`config.mk`:
```
export PLATFORM = sky130hd
export DESIGN_NAME = linear_network_multicast_pipe_flat
export DESIGN_NICKNAME = d
export VERILOG_FILES = /design/src/rtl/linear_network_multicast_pipe_if.sv /design/src/rtl/linear_network_multicast_pipe.sv /design/src/flat_wrapper.sv
export SDC_FILE = /design/constraint.sdc
export NUM_CORES = 1
export LEC_CHECK = 0
export ABC_AREA = 1
export CORE_MARGIN = 2
export CORE_UTILIZATION = 51
export CTS_BUF_LIST = sky130_fd_sc_hd__clkbuf_4 sky130_fd_sc_hd__clkbuf_8
export DETAILED_ROUTE_END_ITERATION = 10
export GPL_TIMING_DRIVEN = 0
export PLACE_DENSITY = 0.84
export SYNTH_ARGS = -nofsm -noshare
export SYNTH_HDL_FRONTEND = slang
export SYNTH_SLANG_ARGS = --single-unit
```
`constraint.sdc`:
```
create_clock -name clk -period 7.6 [get_ports clk]
set_input_delay 0.76 -clock clk [delete_from_list [all_inputs] [get_ports clk]]
set_output_delay 0.76 -clock clk [all_outputs]
set_load 0.02 [all_outputs]
```
`src/rtl/linear_network_multicast_pipe_if.sv`:
```
// Handshake bundle for the multicast distribution pipe: one input stream,
// NUM_NODE output ports, each with its own valid/ready pair.
interface linear_network_multicast_pipe_if #(
    parameter int DATA_WIDTH = 32,
    parameter int NUM_NODE   = 4
);
    logic                           i_valid;
    logic [DATA_WIDTH-1:0]          i_data_bus;
    logic [NUM_NODE-1:0]            i_cmd;
    logic                           o_in_ready;
    logic [NUM_NODE-1:0]            o_valid;
    logic [DATA_WIDTH*NUM_NODE-1:0] o_data_bus;
    logic [NUM_NODE-1:0]            i_out_ready;

    modport master (
        output i_valid,
        output i_data_bus,
        output i_cmd,
        output i_out_ready,
        input  o_in_ready,
        input  o_valid,
        input  o_data_bus
    );

    modport slave (
        input  i_valid,
        input  i_data_bus,
        input  i_cmd,
        input  i_out_ready,
        output o_in_ready,
        output o_valid,
        output o_data_bus
    );
endinterface

```
`src/rtl/linear_network_multicast_pipe.sv`:
```
// Pipelined linear multicast network: one registered stage per node, each
// packet carries a destination mask and is dropped off at every marked node.
module linear_network_multicast_pipe #(
    parameter int DATA_WIDTH = 32,
    parameter int NUM_NODE   = 4
) (
    input logic clk,
    input logic rst_n,
    input logic i_en,
    linear_network_multicast_pipe_if.slave bus
);

    logic [NUM_NODE-1:0]   vld;
    logic [DATA_WIDTH-1:0] dat [NUM_NODE];
    logic [NUM_NODE-1:0]   msk [NUM_NODE];

    logic [NUM_NODE-1:0]   hit;
    logic [NUM_NODE-1:0]   dlv_ok;
    logic [NUM_NODE-1:0]   need_fwd;
    logic [NUM_NODE-1:0]   fwd_ok;
    logic [NUM_NODE-1:0]   adv;
    logic [NUM_NODE:0]     acc;
    logic [NUM_NODE-1:0]   ld;
    logic [NUM_NODE-1:0]   blk_clr;
    logic [NUM_NODE-1:0]   fwd_msk [NUM_NODE];
    logic [DATA_WIDTH-1:0] src_dat [NUM_NODE];
    logic [NUM_NODE-1:0]   src_msk [NUM_NODE];
    logic                  in_load;

    logic [NUM_NODE-1:0]            ovld;
    logic [DATA_WIDTH*NUM_NODE-1:0] odat;

    function automatic logic [NUM_NODE-1:0] above(input int k);
        logic [NUM_NODE-1:0] m;
        m = '0;
        for (int j = 0; j < NUM_NODE; j++) begin
            m[j] = (j > k);
        end
        return m;
    endfunction

    always_comb begin
        hit      = '0;
        dlv_ok   = '0;
        need_fwd = '0;
        for (int k = 0; k < NUM_NODE; k++) begin
            hit[k]      = msk[k][k];
            dlv_ok[k]   = !hit[k] | bus.i_out_ready[k];
            fwd_msk[k]  = msk[k] & above(k);
            need_fwd[k] = |fwd_msk[k];
        end
    end

    // Ready ripples from the tail back to the input; never depends on i_valid.
    always_comb begin
        acc           = '0;
        fwd_ok        = '0;
        adv           = '0;
        acc[NUM_NODE] = 1'b0;
        for (int k = NUM_NODE - 1; k >= 0; k--) begin
            fwd_ok[k] = !need_fwd[k] | acc[k+1];
            adv[k]    = i_en & vld[k] & dlv_ok[k] & fwd_ok[k];
            acc[k]    = i_en & (!vld[k] | adv[k]);
        end
    end

    always_comb begin
        in_load    = bus.i_valid & acc[0] & (|bus.i_cmd);
        ld         = '0;
        blk_clr    = '0;
        src_dat[0] = bus.i_data_bus;
        src_msk[0] = bus.i_cmd;
        ld[0]      = in_load;
        for (int k = 1; k < NUM_NODE; k++) begin
            src_dat[k] = dat[k-1];
            src_msk[k] = fwd_msk[k-1];
            ld[k]      = adv[k-1] & need_fwd[k-1];
        end
        // Delivered here but stuck behind a full neighbour: drop our own bit.
        for (int k = 0; k < NUM_NODE; k++) begin
            blk_clr[k] = i_en & vld[k] & hit[k]
                       & bus.i_out_ready[k] & !fwd_ok[k];
        end
    end

    always_ff @(posedge clk) begin
        if (!rst_n) begin
            vld <= '0;
            for (int k = 0; k < NUM_NODE; k++) begin
                dat[k] <= '0;
                msk[k] <= '0;
            end
        end else begin
            for (int k = 0; k < NUM_NODE; k++) begin
                if (acc[k]) begin
                    vld[k] <= ld[k];
                    if (ld[k]) begin
                        dat[k] <= src_dat[k];
                        msk[k] <= src_msk[k];
                    end
                end else if (blk_clr[k]) begin
                    msk[k][k] <= 1'b0;
                end
            end
        end
    end

    always_comb begin
        ovld = '0;
        odat = '0;
        for (int k = 0; k < NUM_NODE; k++) begin
            ovld[k] = i_en & vld[k] & hit[k];
            if (ovld[k]) begin
                odat[k*DATA_WIDTH +: DATA_WIDTH] = dat[k];
            end
        end
    end

    assign bus.o_valid    = ovld;
    assign bus.o_data_bus = odat;
    assign bus.o_in_ready = acc[0];

endmodule
```
`src/flat_wrapper.sv`:
```
// flat-port wrapper written by rule: the top's interface ports become plain ports
module linear_network_multicast_pipe_flat 
#(
    parameter int DATA_WIDTH = 32,
    parameter int NUM_NODE   = 4
)
  (clk, rst_n, i_en, bus_i_valid, bus_i_data_bus, bus_i_cmd, bus_i_out_ready, bus_o_in_ready, bus_o_valid, bus_o_data_bus);
  linear_network_multicast_pipe_if #(.DATA_WIDTH(DATA_WIDTH), .NUM_NODE(NUM_NODE)) bus_i ();
  input logic clk;
  input logic rst_n;
  input logic i_en;
  input wire logic [$bits(bus_i.i_valid)-1:0] bus_i_valid;
  input wire logic [$bits(bus_i.i_data_bus)-1:0] bus_i_data_bus;
  input wire logic [$bits(bus_i.i_cmd)-1:0] bus_i_cmd;
  input wire logic [$bits(bus_i.i_out_ready)-1:0] bus_i_out_ready;
  output wire logic [$bits(bus_i.o_in_ready)-1:0] bus_o_in_ready;
  output wire logic [$bits(bus_i.o_valid)-1:0] bus_o_valid;
  output wire logic [$bits(bus_i.o_data_bus)-1:0] bus_o_data_bus;
  assign bus_i.i_valid = bus_i_valid;
  assign bus_i.i_data_bus = bus_i_data_bus;
  assign bus_i.i_cmd = bus_i_cmd;
  assign bus_i.i_out_ready = bus_i_out_ready;
  assign bus_o_in_ready = bus_i.o_in_ready;
  assign bus_o_valid = bus_i.o_valid;
  assign bus_o_data_bus = bus_i.o_data_bus;
  linear_network_multicast_pipe #(.DATA_WIDTH(DATA_WIDTH), .NUM_NODE(NUM_NODE)) u_core (.clk(clk), .rst_n(rst_n), .i_en(i_en), .bus(bus_i));
endmodule
```
; Word-level counts from Yosys, hierarchy flattened
; Memories as Yosys holds them, arrays and structs flattened.
; Index checks and enable logic that the tools add are counted.
[word_totals]
output_inout_bits = 133
inputBits = 44
ff_bits = 4
elab_cells = 119
mem_bits_rw = 144
mem_count = 2
[mem_list]
columns = name, depth, word_bits, rd, rd_ports_with_merged_regs, wr, line
row1 = u_core.dat, 4, 32, 4, 0, 4, linear_network_multicast_pipe.sv:14  ; logic [DATA_WIDTH-1:0] dat [NUM_NODE];
row2 = u_core.msk, 4, 4, 4, 0, 4, linear_network_multicast_pipe.sv:15  ; logic [NUM_NODE-1:0] msk [NUM_NODE];
[classes]
n_mux = 44
bitwise = 52
reduce_logical = 17
[op_table]
columns = cell, n
row1 = 2-to-1 mux 32 bit, 8
row2 = 2-to-1 mux 1 bit, 32
row3 = bitwise AND 1 bit, 30
row4 = bitwise OR 1 bit, 22
row5 = 2-to-1 mux 4 bit, 4
row6 = logical NOT 1 bit, 14
row7 = OR reduction 4 bit, 1
row8 = OR reduction 3 bit, 1
row9 = OR reduction 2 bit, 1

; Depth between registers and ports, before layout
; Gate-level depths: netlist of run 1.
; An unclocked memory read counts as a cell.
[logic_depth]
word_depth = 26
mapped_depth = 17
mapped_depth_nobuf = 17

; Worst setup path after synthesis of run 1
; No wires, ideal clock.
[synth_path]
path_type = in2reg
startpoint = input i_en
endpoint = memory u_core.dat[1][0], enable pin
cell_stages = 13
setup_slack_ns = 3.140
t_arrival_ns = 3.988
required_time_ns = 7.128
n_path_buf = 1
setup_time_ns = 0.472
cell_sequence = buf_6 nand2_1 nand2_1 nand2_1 nand2_1 nand2_2 nand2_2 nand2_1 nand2_2 nand2_2 nand2_2 nand2_4 o21ai_0
[synth_rtl]
columns = item, line
row1 = start: declaration, flat_wrapper.sv:11  ; input logic i_en;
row2 = end: declaration, linear_network_multicast_pipe.sv:14

; Final worst setup path of run 1
[layout_path]
startpoint = input i_en
endpoint = output bus_o_in_ready
[layout_between]
elab_chain_len = 16
elab_cells_between_ends = 22
cone_classes = bitwise (22)
[layout_rtl]
columns = item, line
row1 = bitwise AND 1 bit (2 in series), linear_network_multicast_pipe.sv:62  ; adv[k] = i_en & vld[k] & dlv_ok[k] & fwd_ok[k];
row2 = bitwise OR 1 bit, linear_network_multicast_pipe.sv:63  ; acc[k] = i_en & (!vld[k] | adv[k]);
row3 = bitwise AND 1 bit, linear_network_multicast_pipe.sv:63
row4 = bitwise OR 1 bit, linear_network_multicast_pipe.sv:61  ; fwd_ok[k] = !need_fwd[k] | acc[k+1];
row5 = bitwise AND 1 bit, linear_network_multicast_pipe.sv:62
row6 = bitwise OR 1 bit, linear_network_multicast_pipe.sv:63
row7 = bitwise AND 1 bit, linear_network_multicast_pipe.sv:63
row8 = bitwise OR 1 bit, linear_network_multicast_pipe.sv:61
row9 = bitwise AND 1 bit, linear_network_multicast_pipe.sv:62
row10 = bitwise OR 1 bit, linear_network_multicast_pipe.sv:63
row11 = bitwise AND 1 bit, linear_network_multicast_pipe.sv:63
row12 = bitwise OR 1 bit, linear_network_multicast_pipe.sv:61
row13 = bitwise AND 1 bit, linear_network_multicast_pipe.sv:62
row14 = bitwise OR 1 bit, linear_network_multicast_pipe.sv:63
row15 = bitwise AND 1 bit (*), linear_network_multicast_pipe.sv:63
row16 = end: declaration, flat_wrapper.sv:16  ; output wire logic [$bits(bus_i.o_in_ready)-1:0] bus_o_in_ready;
; Every way passes the cells marked *; elsewhere a longest branch is shown, timed or not.

==> results.sh, run 1 <==
export IMPL_cts_resized=0
export IMPL_drive_gt1_frac=0.08503
export IMPL_critPathMaxStageDelay_ns=0.62
export IMPL_crit_path_cell_trace="clkdlybuf4s50_1 > nand2_1 > a21oi_1 > nand2_1 > nand2_1 > nand2_2 > nand2_2 > nand2_1 > nand2_2 > nand2_2 > nand2_2 > nand2_4 > a21oi_1 > clkdlybuf4s50_1"
export IMPL_met2WireLength_um=6820
export IMPL_syn_area_sq_um=6462
export IMPL_synth_compound_area_frac=0.007357
export IMPL_syn_nets=717
export IMPL_hp_class="reg -> reg"
export IMPL_start_util=0.5163
export IMPL_path_class="in -> out"
export IMPL_end_kind="output port"
export IMPL_grt_pass1_wl_um=21000
export IMPL_switching_power_w=0.0003306
export IMPL_power_frac_seq=0.581
export IMPL_p_leak_nw=3.642
export IMPL_slew_headroom=0.1649
export IMPL_rows=41
export IMPL_synth_adder_area_share=0
export IMPL_cts_setup_buffers=0
export IMPL_timing_final_setup_violations=0
export IMPL_netlist_area_leader_share=0.6412
export IMPL_cts_root_buffer="clkbuf_8"
export IMPL_htreeDepth=4
export IMPL_synth_simple_area_share=0.2089
export IMPL_syn_mean_instance_area_sq_um=9.602
export IMPL_wl_met1_um=5453
export IMPL_synth_flop_cell="edfxtp_1"
export IMPL_muxShareOfSynthArea=0
export IMPL_synth_seq_cells=142
export IMPL_place_inst=1022
export IMPL_ys_warnings_count=0
export IMPL_cp_required_ns=6.84
export IMPL_yosysMostFrequentCell="nor2_1"
export IMPL_nets=913
export IMPL_die_w_um=116.6
export IMPL_die_h_um=116.6
export IMPL_synth_distinct_cells=25
export IMPL_antennaDiodeCount=0
export IMPL_place_congestion=0.8435
export IMPL_dpl_hpwl_um=10200
export IMPL_coreArea_sq_um=12520
export IMPL_globalRouteOverflowTotal=0
export IMPL_fmax_mhz=266.0
export IMPL_drc=0
export IMPL_synth_commonest_cells="243 x nor2_1, 188 x inv_1, 138 x edfxtp_1, 21 x nor2_2"
export IMPL_area_growth_pct=36.69
export IMPL_rsz0062_at_grt="false"
export IMPL_finalCritPeriodShare=0.4946
export IMPL_async_flop_share=0
export IMPL_cts_inserted_buffers=17
export IMPL_cts_sinks=142
export IMPL_synth_xor_area_frac=0
export IMPL_ios=177
export IMPL_status="finished clean"
export IMPL_crit_buf_inv=2
export IMPL_worstPathArrival_ns=3.00
export IMPL_synth_enable_flop_cells=138
export IMPL_irDropWorstVdd_v=0.00009578
export IMPL_clkPwrFrac=0.353
export IMPL_first_iter_violations=201
export IMPL_top_layer="met4"
export IMPL_power_per_cell_area_nw_per_um2=176.2
export IMPL_drv_cap=0
export IMPL_portBuffers=176
export IMPL_antenna_found_initial=0
export IMPL_dieArea_sq_um=13590
export IMPL_clk_pin_slew_ns=0.07
export IMPL_layout_min_cycle_time_ns=3.759
export IMPL_synth_top_area_cell="edfxtp_1"
export IMPL_drt_first_pass_iters=5
export IMPL_p_sw_frac=0.2124
export IMPL_power_internal_w=0.001226
export IMPL_layout_cells_non_filler=1054
export IMPL_synth_top_family_by_area="simple AND/OR/NAND/NOR gates"
export IMPL_wl_met3_um=606
export IMPL_cts_buffer_depth=2
export IMPL_wl_um=13230
export IMPL_report_final_slew_viol_count=0
export IMPL_skew_ns=0.01193
export IMPL_combinationalPowerShare=0.066
export IMPL_synth_area_top_cells="edfxtp_1 64%, nor2_1 14%, inv_1 11%"
export IMPL_seq_area_frac_synth=0.6536
export IMPL_groute_usage_overall=0.2042
export IMPL_worst_pin_slew_ns=1.250
export IMPL_grt_max_degree=36
export IMPL_cp_common_cell="nand2_2"
export IMPL_cts_tree="built"
export IMPL_start_kind="input pin"
export IMPL_via_per_inst=4.345
export IMPL_cp_top_family="buffers and inverters"
export IMPL_finalHoldViolations=0
export IMPL_setup_tns_ns=0
export IMPL_power_w=0.001556
export IMPL_drt_antenna_violating_nets=0
export IMPL_first_global_vias=4425
export IMPL_path_max_fanout=3
export IMPL_syn_inst=673
export IMPL_vias=4580
export IMPL_clk_latency_ns=0.43
export IMPL_cts_hold_buffers_added=0
export IMPL_crit_slowest_cell="clkdlybuf4s50_1"
export IMPL_drt_wirelength_per_cell_um=12.55
==> power by group through the flow <==
| stage | Sequential, W | Clock [W] | Combinational, W |
|---|---|---|---|
| after floorplan | 0.000919 | 0 | 0.0000581 |
| after global placement | 0.000922 | 0 | 0.0000980 |
| after detailed placement | 0.000922 | 0 | 0.000102 |
| after CTS | 0.000905 | 0.000555 | 0.000103 |
| after global routing | 0.000908 | 0.000591 | 0.000114 |
| final | 0.000904 | 0.000550 | 0.000102 |
==> cells by family after synthesis <==
| group | Yosys count |
|---|---|
| AOI/OAI and AO/OA | 8 |
| buffers and inverters | 215 |
| and+or+nand+nor | 308 |
| DFF | 142 |
==> worst reg2reg max path: cells and delay by family, from the launching register on <==
family	cells	cell delay [ns]
simple gates	15	1.73
flops	1	0.39
==> layer usage <==
metal,vias to the layer above,global-route usage
li1,2386,-
met1,2017,0.2502
met2,147,0.3558
met3,30,0.03684
met4,0,0.09020
met5,-,0
==> placed cells by master, fill, tap and decap left out, drive strengths merged <==
cell type and n:
buf 14, nand4 4, clkbuf 33, bufinv 2
nor3 1, a21oi 3, clkdlybuf4s50 176, nor2 273
edfxtp 138, o311ai 1, nand3 9, a31oi 1
nand2 20, o21ai 2, dfxtp 4, nor4 1
o21a 1, inv 188, clkinv 11
==> through the flow <==
stage | utilization | hold slack (ns) | cell area, sq um | setup WS, ns
floorplan | - | 0.4591 | 6462 | 3.140
global placement | 0.6742 | 0.4750 | 8439 | 1.784
detailed placement | 0.6767 | 0.4774 | 8471 | 3.739
CTS | 0.7053 | 0.4868 | 8828 | 3.836
global route | 0.7057 | 0.5247 | 8833 | 3.653
finish | 0.7057 | 0.4875 | 8833 | 3.841
==> worst paths after layout <==
check                   start                to  slack, ns  depth (start not counted)
max                      i_en    bus_o_in_ready       3.84                         14
min             u_core.vld[3]     u_core.vld[3]       0.49                          2
max reg2reg  u_core.msk[3][3]  u_core.dat[0][5]       5.13                         15
min reg2reg     u_core.vld[3]     u_core.vld[3]       0.49                          2
==> area by class of cell <==
| type | instances | area, sq um |
|---|---|---|
| fillers | 958 | 3684 |
| flip-flops and latches | 142 | 4224 |
| plain buffers | 26 | 131.4 |
| clock buffers | 20 | 256.5 |
| repair buffers | 177 | 1782 |
| clock inverters | 12 | 101.3 |
| inverters | 189 | 709.4 |
| well taps | 172 | 215.2 |
| multi-input cells | 316 | 1414 |
==> registers in the layout (all words and copies together) (netlist names) <==
register and count:
u_core.vld 4, u_core.dat 128, u_core.msk 10
Note: power is estimated with default switching activity, not from simulation.
==> run 2: changes to the inputs <==
--- a/config.mk
+++ b/config.mk
@@ -7,11 +7,11 @@
 export LEC_CHECK = 0
 export ABC_AREA = 1
 export CORE_MARGIN = 2
-export CORE_UTILIZATION = 51
+export CORE_UTILIZATION = 45
 export CTS_BUF_LIST = sky130_fd_sc_hd__clkbuf_4 sky130_fd_sc_hd__clkbuf_8
 export DETAILED_ROUTE_END_ITERATION = 10
 export GPL_TIMING_DRIVEN = 0
-export PLACE_DENSITY = 0.84
+export PLACE_DENSITY = 0.78
 export SYNTH_ARGS = -nofsm -noshare
 export SYNTH_HDL_FRONTEND = slang
 export SYNTH_SLANG_ARGS = --single-unit
==> constraint.sdc (replaced) <==
create_clock -name clk -period 3.3 [get_ports clk]
set_input_delay 0.33 -clock clk [delete_from_list [all_inputs] [get_ports clk]]
set_output_delay 0.33 -clock clk [all_outputs]
set_load 0.02 [all_outputs]
==> results.sh, run 2 (synthesis results as in run 1) <==
export IMPL_status="finished clean"
export IMPL_first_global_vias=4352
export IMPL_cts_root_buffer="clkbuf_8"
export IMPL_p_sw_frac=0.2084
export IMPL_layout_min_cycle_time_ns=2.921
export IMPL_cts_buffer_depth=2
export IMPL_groute_usage_overall=0.1859
export IMPL_grt_max_degree=36
export IMPL_drc=0
export IMPL_power_w=0.003664
export IMPL_regMostFlops="u_core.dat"
export IMPL_cts_setup_buffers=0
export IMPL_worstPathArrival_ns=2.59
export IMPL_cts_resized=0
export IMPL_power_frac_seq=0.569
export IMPL_antenna_found_initial=0
export IMPL_portBuffers=176
export IMPL_dieArea_sq_um=15340
export IMPL_area_growth_pct=37.17
export IMPL_via_per_inst=4.285
export IMPL_drive_gt1_frac=0.08636
export IMPL_finalCritPeriodShare=0.8852
export IMPL_worst_pin_slew_ns=1.309
export IMPL_clk_latency_ns=0.44
export IMPL_start_util=0.4638
export IMPL_drt_first_pass_iters=4
export IMPL_grt_pass1_wl_um=21210
export IMPL_cp_required_ns=2.97
export IMPL_cts_sinks=142
export IMPL_report_final_slew_viol_count=0
export IMPL_end_kind="output port"
export IMPL_fmax_mhz=342.3
export IMPL_rsz0062_at_grt="false"
export IMPL_globalRouteOverflowTotal=0
export IMPL_timing_final_setup_violations=0
export IMPL_coreArea_sq_um=13930
export IMPL_finalHoldViolations=0
export IMPL_hp_class="reg -> reg"
export IMPL_rows=43
export IMPL_combinationalPowerShare=0.064
export IMPL_clk_pin_slew_ns=0.07
export IMPL_htreeDepth=4
export IMPL_drt_wirelength_per_cell_um=12.70
export IMPL_fillers=1127
export IMPL_fin_util=0.6362
export IMPL_reg_largest_list="u_core.dat x128, u_core.msk x10, u_core.vld x4"
export IMPL_first_iter_violations=188
export IMPL_die_w_um=123.8
export IMPL_skew_ns=0.01103
export IMPL_irDropWorstVdd_v=0.0002585
export IMPL_mostFrequentLayoutCell="nor2_1"
export IMPL_cts_tree="built"
export IMPL_path_class="in -> out"
export IMPL_antennaDiodeCount=0
export IMPL_final_cell_mix="243 x nor2_1, 188 x inv_1, 176 x clkdlybuf4s50_1"
export IMPL_cts_hold_buffers_added=0
export IMPL_vias=4542
export IMPL_p_leak_nw=3.648
export IMPL_largest_register_ffs=128
export IMPL_drv_cap=0
export IMPL_die_h_um=123.8
export IMPL_power_per_cell_area_nw_per_um2=413.3
export IMPL_setup_tns_ns=0
export IMPL_place_congestion=0.8193
export IMPL_nets=913
export IMPL_power_internal_w=0.002900
export IMPL_start_kind="input pin"
export IMPL_wl_um=13470
export IMPL_switching_power_w=0.0007636
export IMPL_clkPwrFrac=0.367
export IMPL_ios=177
export IMPL_dpl_hpwl_um=10580
export IMPL_cts_inserted_buffers=17
export IMPL_drt_antenna_violating_nets=0
export IMPL_slew_headroom=0.1253
export IMPL_path_max_fanout=10
-- run 2: cell count changes in the layout (fill, tap and decap cells not counted), sizes merged --
| cell | before | now |
|---|---|---|
| bufinv | 2 | 3 |
| clkinv | 11 | 7 |
| clkinvlp | 0 | 1 |
-- run 2: final timing paths --
path,slack (ns),cells after the start,to,from
max,0.38,15,bus_o_in_ready,i_en
min,0.49,2,u_core.vld[3],u_core.vld[3]
max reg2reg,0.83,15,u_core.dat[0][20],u_core.msk[3][3]
min reg2reg,0.49,2,u_core.vld[3],u_core.vld[3]
-- run 2: power groups by stage --
stage | clock network (W) | registers [W] | logic, W
after global routing | 0.00144 | 0.00209 | 0.000263
final | 0.00134 | 0.00208 | 0.000235
after CTS | 0.00136 | 0.00209 | 0.000238
after global placement | 0 | 0.00212 | 0.000227
after floorplan | 0 | 0.00212 | 0.000134
after detailed placement | 0 | 0.00213 | 0.000237
-- run 2: critical path, cell delays in order --
cell and delay [ns]:
clkdlybuf4s50_1 0.51, buf_6 0.17, nand2_1 0.09, nand2_1 0.08, nand2_1 0.06, nand2_1 0.07
nand2_2 0.07, nand2_2 0.06, nand2_1 0.06, nand2_2 0.07, nand2_2 0.06, nand2_2 0.09
nand2_4 0.08, a21oi_1 0.18, clkdlybuf4s50_1 0.63
-- run 2: metal layers --
metal  vias to the layer above  wire [um]  global-route usage
met4                         0        325             0.08949
met3                        24        645             0.04350
li1                       2384          -                   -
met1                      1999       5665              0.2206
met2                       135       6828              0.3187
met5                         -          0                   0
-- run 2: cell type report --
cell class | instances | area, sq um | share of cell area
Buffer | 26 | 131.4 | 0.01482
Clock buffer | 20 | 256.5 | 0.02893
Clock inverter | 10 | 122.6 | 0.01383
Inverter | 189 | 709.4 | 0.08003
Multi-Input combinational cell | 316 | 1414 | 0.1595
Sequential cell | 142 | 4224 | 0.4765
Tap cell | 180 | 225.2 | 0.02541
Timing Repair Buffer | 177 | 1782 | 0.2010
-- run 2: through the flow --
stage	area (sq um)	instances	hold WS [ns]	setup slack, ns
after global routing	8865	1060	0.5168	0.2458
after CTS	8860	1060	0.4889	0.3089
after global placement	8449	1029	0.4739	-0.9418
after floorplan	6462	673	0.4591	0.1807
after detailed placement	8481	1030	0.4794	-0.1704
final	8865	1060	0.4903	0.3788
==> run 3: changes to the inputs <==
--- a/config.mk
+++ b/config.mk
@@ -6,12 +6,12 @@
 export NUM_CORES = 1
 export LEC_CHECK = 0
 export ABC_AREA = 1
-export CORE_MARGIN = 2
-export CORE_UTILIZATION = 45
-export CTS_BUF_LIST = sky130_fd_sc_hd__clkbuf_4 sky130_fd_sc_hd__clkbuf_8
+export CORE_MARGIN = 4
+export CORE_UTILIZATION = 44
+export CTS_BUF_LIST = sky130_fd_sc_hd__clkbuf_16
 export DETAILED_ROUTE_END_ITERATION = 10
 export GPL_TIMING_DRIVEN = 0
-export PLACE_DENSITY = 0.78
+export PLACE_DENSITY = 0.77
 export SYNTH_ARGS = -nofsm -noshare
 export SYNTH_HDL_FRONTEND = slang
 export SYNTH_SLANG_ARGS = --single-unit
==> results.sh, run 3 (synthesis results as in run 1) <==
export IMPL_vias=4592
export IMPL_cts_setup_buffers=0
export IMPL_cts_tree="built"
export IMPL_cp_top_family="buffers and inverters"
export IMPL_cts_hold_buffers_added=0
export IMPL_largest_register_ffs=128
export IMPL_start_util=0.4463
export IMPL_regMostFlops="u_core.dat"
export IMPL_cp_required_ns=2.97
export IMPL_rsz0062_at_grt="false"
export IMPL_worst_pin_slew_ns=1.292
export IMPL_drv_cap=0
export IMPL_crit_path_cell_trace="clkdlybuf4s50_1 > buf_6 > nand2_1 > nand2_1 > nand2_1 > nand2_1 > nand2_2 > nand2_2 > nand2_1 > nand2_2 > nand2_2 > nand2_2 > nand2_4 > a21oi_1 > clkdlybuf4s50_1"
export IMPL_dp_slack_ns=-0.1721
export IMPL_dieArea_sq_um=16690
export IMPL_portBuffers=176
export IMPL_first_global_vias=4563
export IMPL_htreeDepth=4
export IMPL_nets=914
export IMPL_path_max_fanout=10
export IMPL_worstPathArrival_ns=2.66
export IMPL_groute_usage_overall=0.1759
export IMPL_critPathMaxStageDelay_ns=0.63
export IMPL_rrSetupSlack_ns=0.78
export IMPL_die_h_um=129.2
export IMPL_finalCritPeriodShare=0.9069
export IMPL_start_kind="input pin"
export IMPL_fillers=1166
export IMPL_die_w_um=129.2
export IMPL_ios=177
export IMPL_drc=0
export IMPL_use_met3=0.04122
export IMPL_met2_usage=0.3085
export IMPL_cts_sinks=142
export IMPL_final_setup_worst_slack_ns=0.3073
export IMPL_final_cell_area_sq_um=9119
export IMPL_drt_first_pass_iters=4
export IMPL_skew_ns=0.008219
export IMPL_cts_root_buffer="clkbuf_16"
export IMPL_p_leak_nw=3.770
export IMPL_coreArea_sq_um=14480
export IMPL_status="finished clean"
export IMPL_grt_pass1_wl_um=22500
export IMPL_hp_class="reg -> reg"
export IMPL_cts_inserted_buffers=17
export IMPL_cts_resized=0
export IMPL_crit_buf_inv=3
export IMPL_final_cell_mix="243 x nor2_1, 189 x inv_1, 176 x clkdlybuf4s50_1"
export IMPL_dpl_hpwl_um=10840
export IMPL_path_class="in -> out"
export IMPL_clk_latency_ns=0.41
export IMPL_drt_wirelength_per_cell_um=13.26
export IMPL_finalHoldViolations=0
export IMPL_reg_largest_list="u_core.dat x128, u_core.msk x10, u_core.vld x4"
export IMPL_timing_final_setup_violations=0
export IMPL_cts_buffer_depth=2
export IMPL_antenna_found_initial=0
export IMPL_end_kind="output port"
export IMPL_report_final_slew_viol_count=0
export IMPL_via_per_inst=4.304
export IMPL_clk_pin_slew_ns=0.06
export IMPL_met1_usage=0.2070
export IMPL_fmax_mhz=334.2
export IMPL_gr_max_usage_layer="met2"
export IMPL_crit_slowest_cell="clkdlybuf4s50_1"
export IMPL_drt_antenna_violating_nets=0
export IMPL_dpl_cell_area_sq_um=8486
export IMPL_area_growth_pct=41.10
export IMPL_power_per_cell_area_nw_per_um2=467.3
export IMPL_slew_headroom=0.1364
export IMPL_antennaDiodeCount=0
export IMPL_place_congestion=0.8337
export IMPL_drive_gt1_frac=0.08947
export IMPL_mostFrequentLayoutCell="nor2_1"
export IMPL_layout_min_cycle_time_ns=2.993
export IMPL_irDropWorstVdd_v=0.0003192
export IMPL_first_iter_violations=252
export IMPL_grt_max_degree=36
export IMPL_fin_util=0.6298
export IMPL_wl_um=14150
export IMPL_globalRouteOverflowTotal=0
export IMPL_rows=44
[run 3: power by group]
| group | switching [W] | internal [W] | total [W] |
|---|---|---|---|
| clock network | 0.000688 | 0.00125 | 0.00193 |
| registers | 0.0000236 | 0.00206 | 0.00208 |
| logic | 0.000148 | 0.0000938 | 0.000241 |
[run 3: path summary, 6_finish.rpt]
kind                    startpoint           endpoint  depth (start not counted)
hold / removal       u_core.vld[3]      u_core.vld[3]                          2
setup reg to reg  u_core.msk[3][3]  u_core.dat[0][14]                         15
hold reg to reg      u_core.vld[3]      u_core.vld[3]                          2
setup / recovery              i_en     bus_o_in_ready                         15
[run 3: final cells by class]
cell class | instances | area, sq um | share of cell area
flip-flops and latches | 142 | 4224 | 0.4632
inverters | 189 | 709.4 | 0.07780
repair buffers | 178 | 1809 | 0.1984
well taps | 184 | 230.2 | 0.02525
clock buffers | 17 | 425.4 | 0.04665
multi-input cells | 316 | 1411 | 0.1548
clock inverters | 15 | 177.7 | 0.01948
plain buffers | 26 | 131.4 | 0.01441
[run 3: worst min-delay path, delay by kind of cell (launching register included)]
family | cells | cell delay, ns
DFF | 1 | 0.32
and+or+nand+nor | 2 | 0.13
[run 3: through the flow]
stage / hold WS [ns] / cells / total power, W / TNS (ns)
6_report: 0.4953 / 1067 / 0.004261 / 0
5_1_grt: 0.5201 / 1067 / 0.004394 / 0
4_1_cts: 0.4908 / 1066 / 0.004277 / 0
3_5_place_dp: 0.4831 / 1034 / 0.002361 / -5.971
3_3_place_gp: 0.4740 / 1033 / 0.002349 / -32.24
2_1_floorplan: 0.4591 / 673 / 0.002250 / 0
[run 3: per-layer routing]
layer,vias to the layer above,routed length [um]
met4,0,475
met3,26,775
met1,2023,5620
met2,154,7273
li1,2389,-
met5,-,0
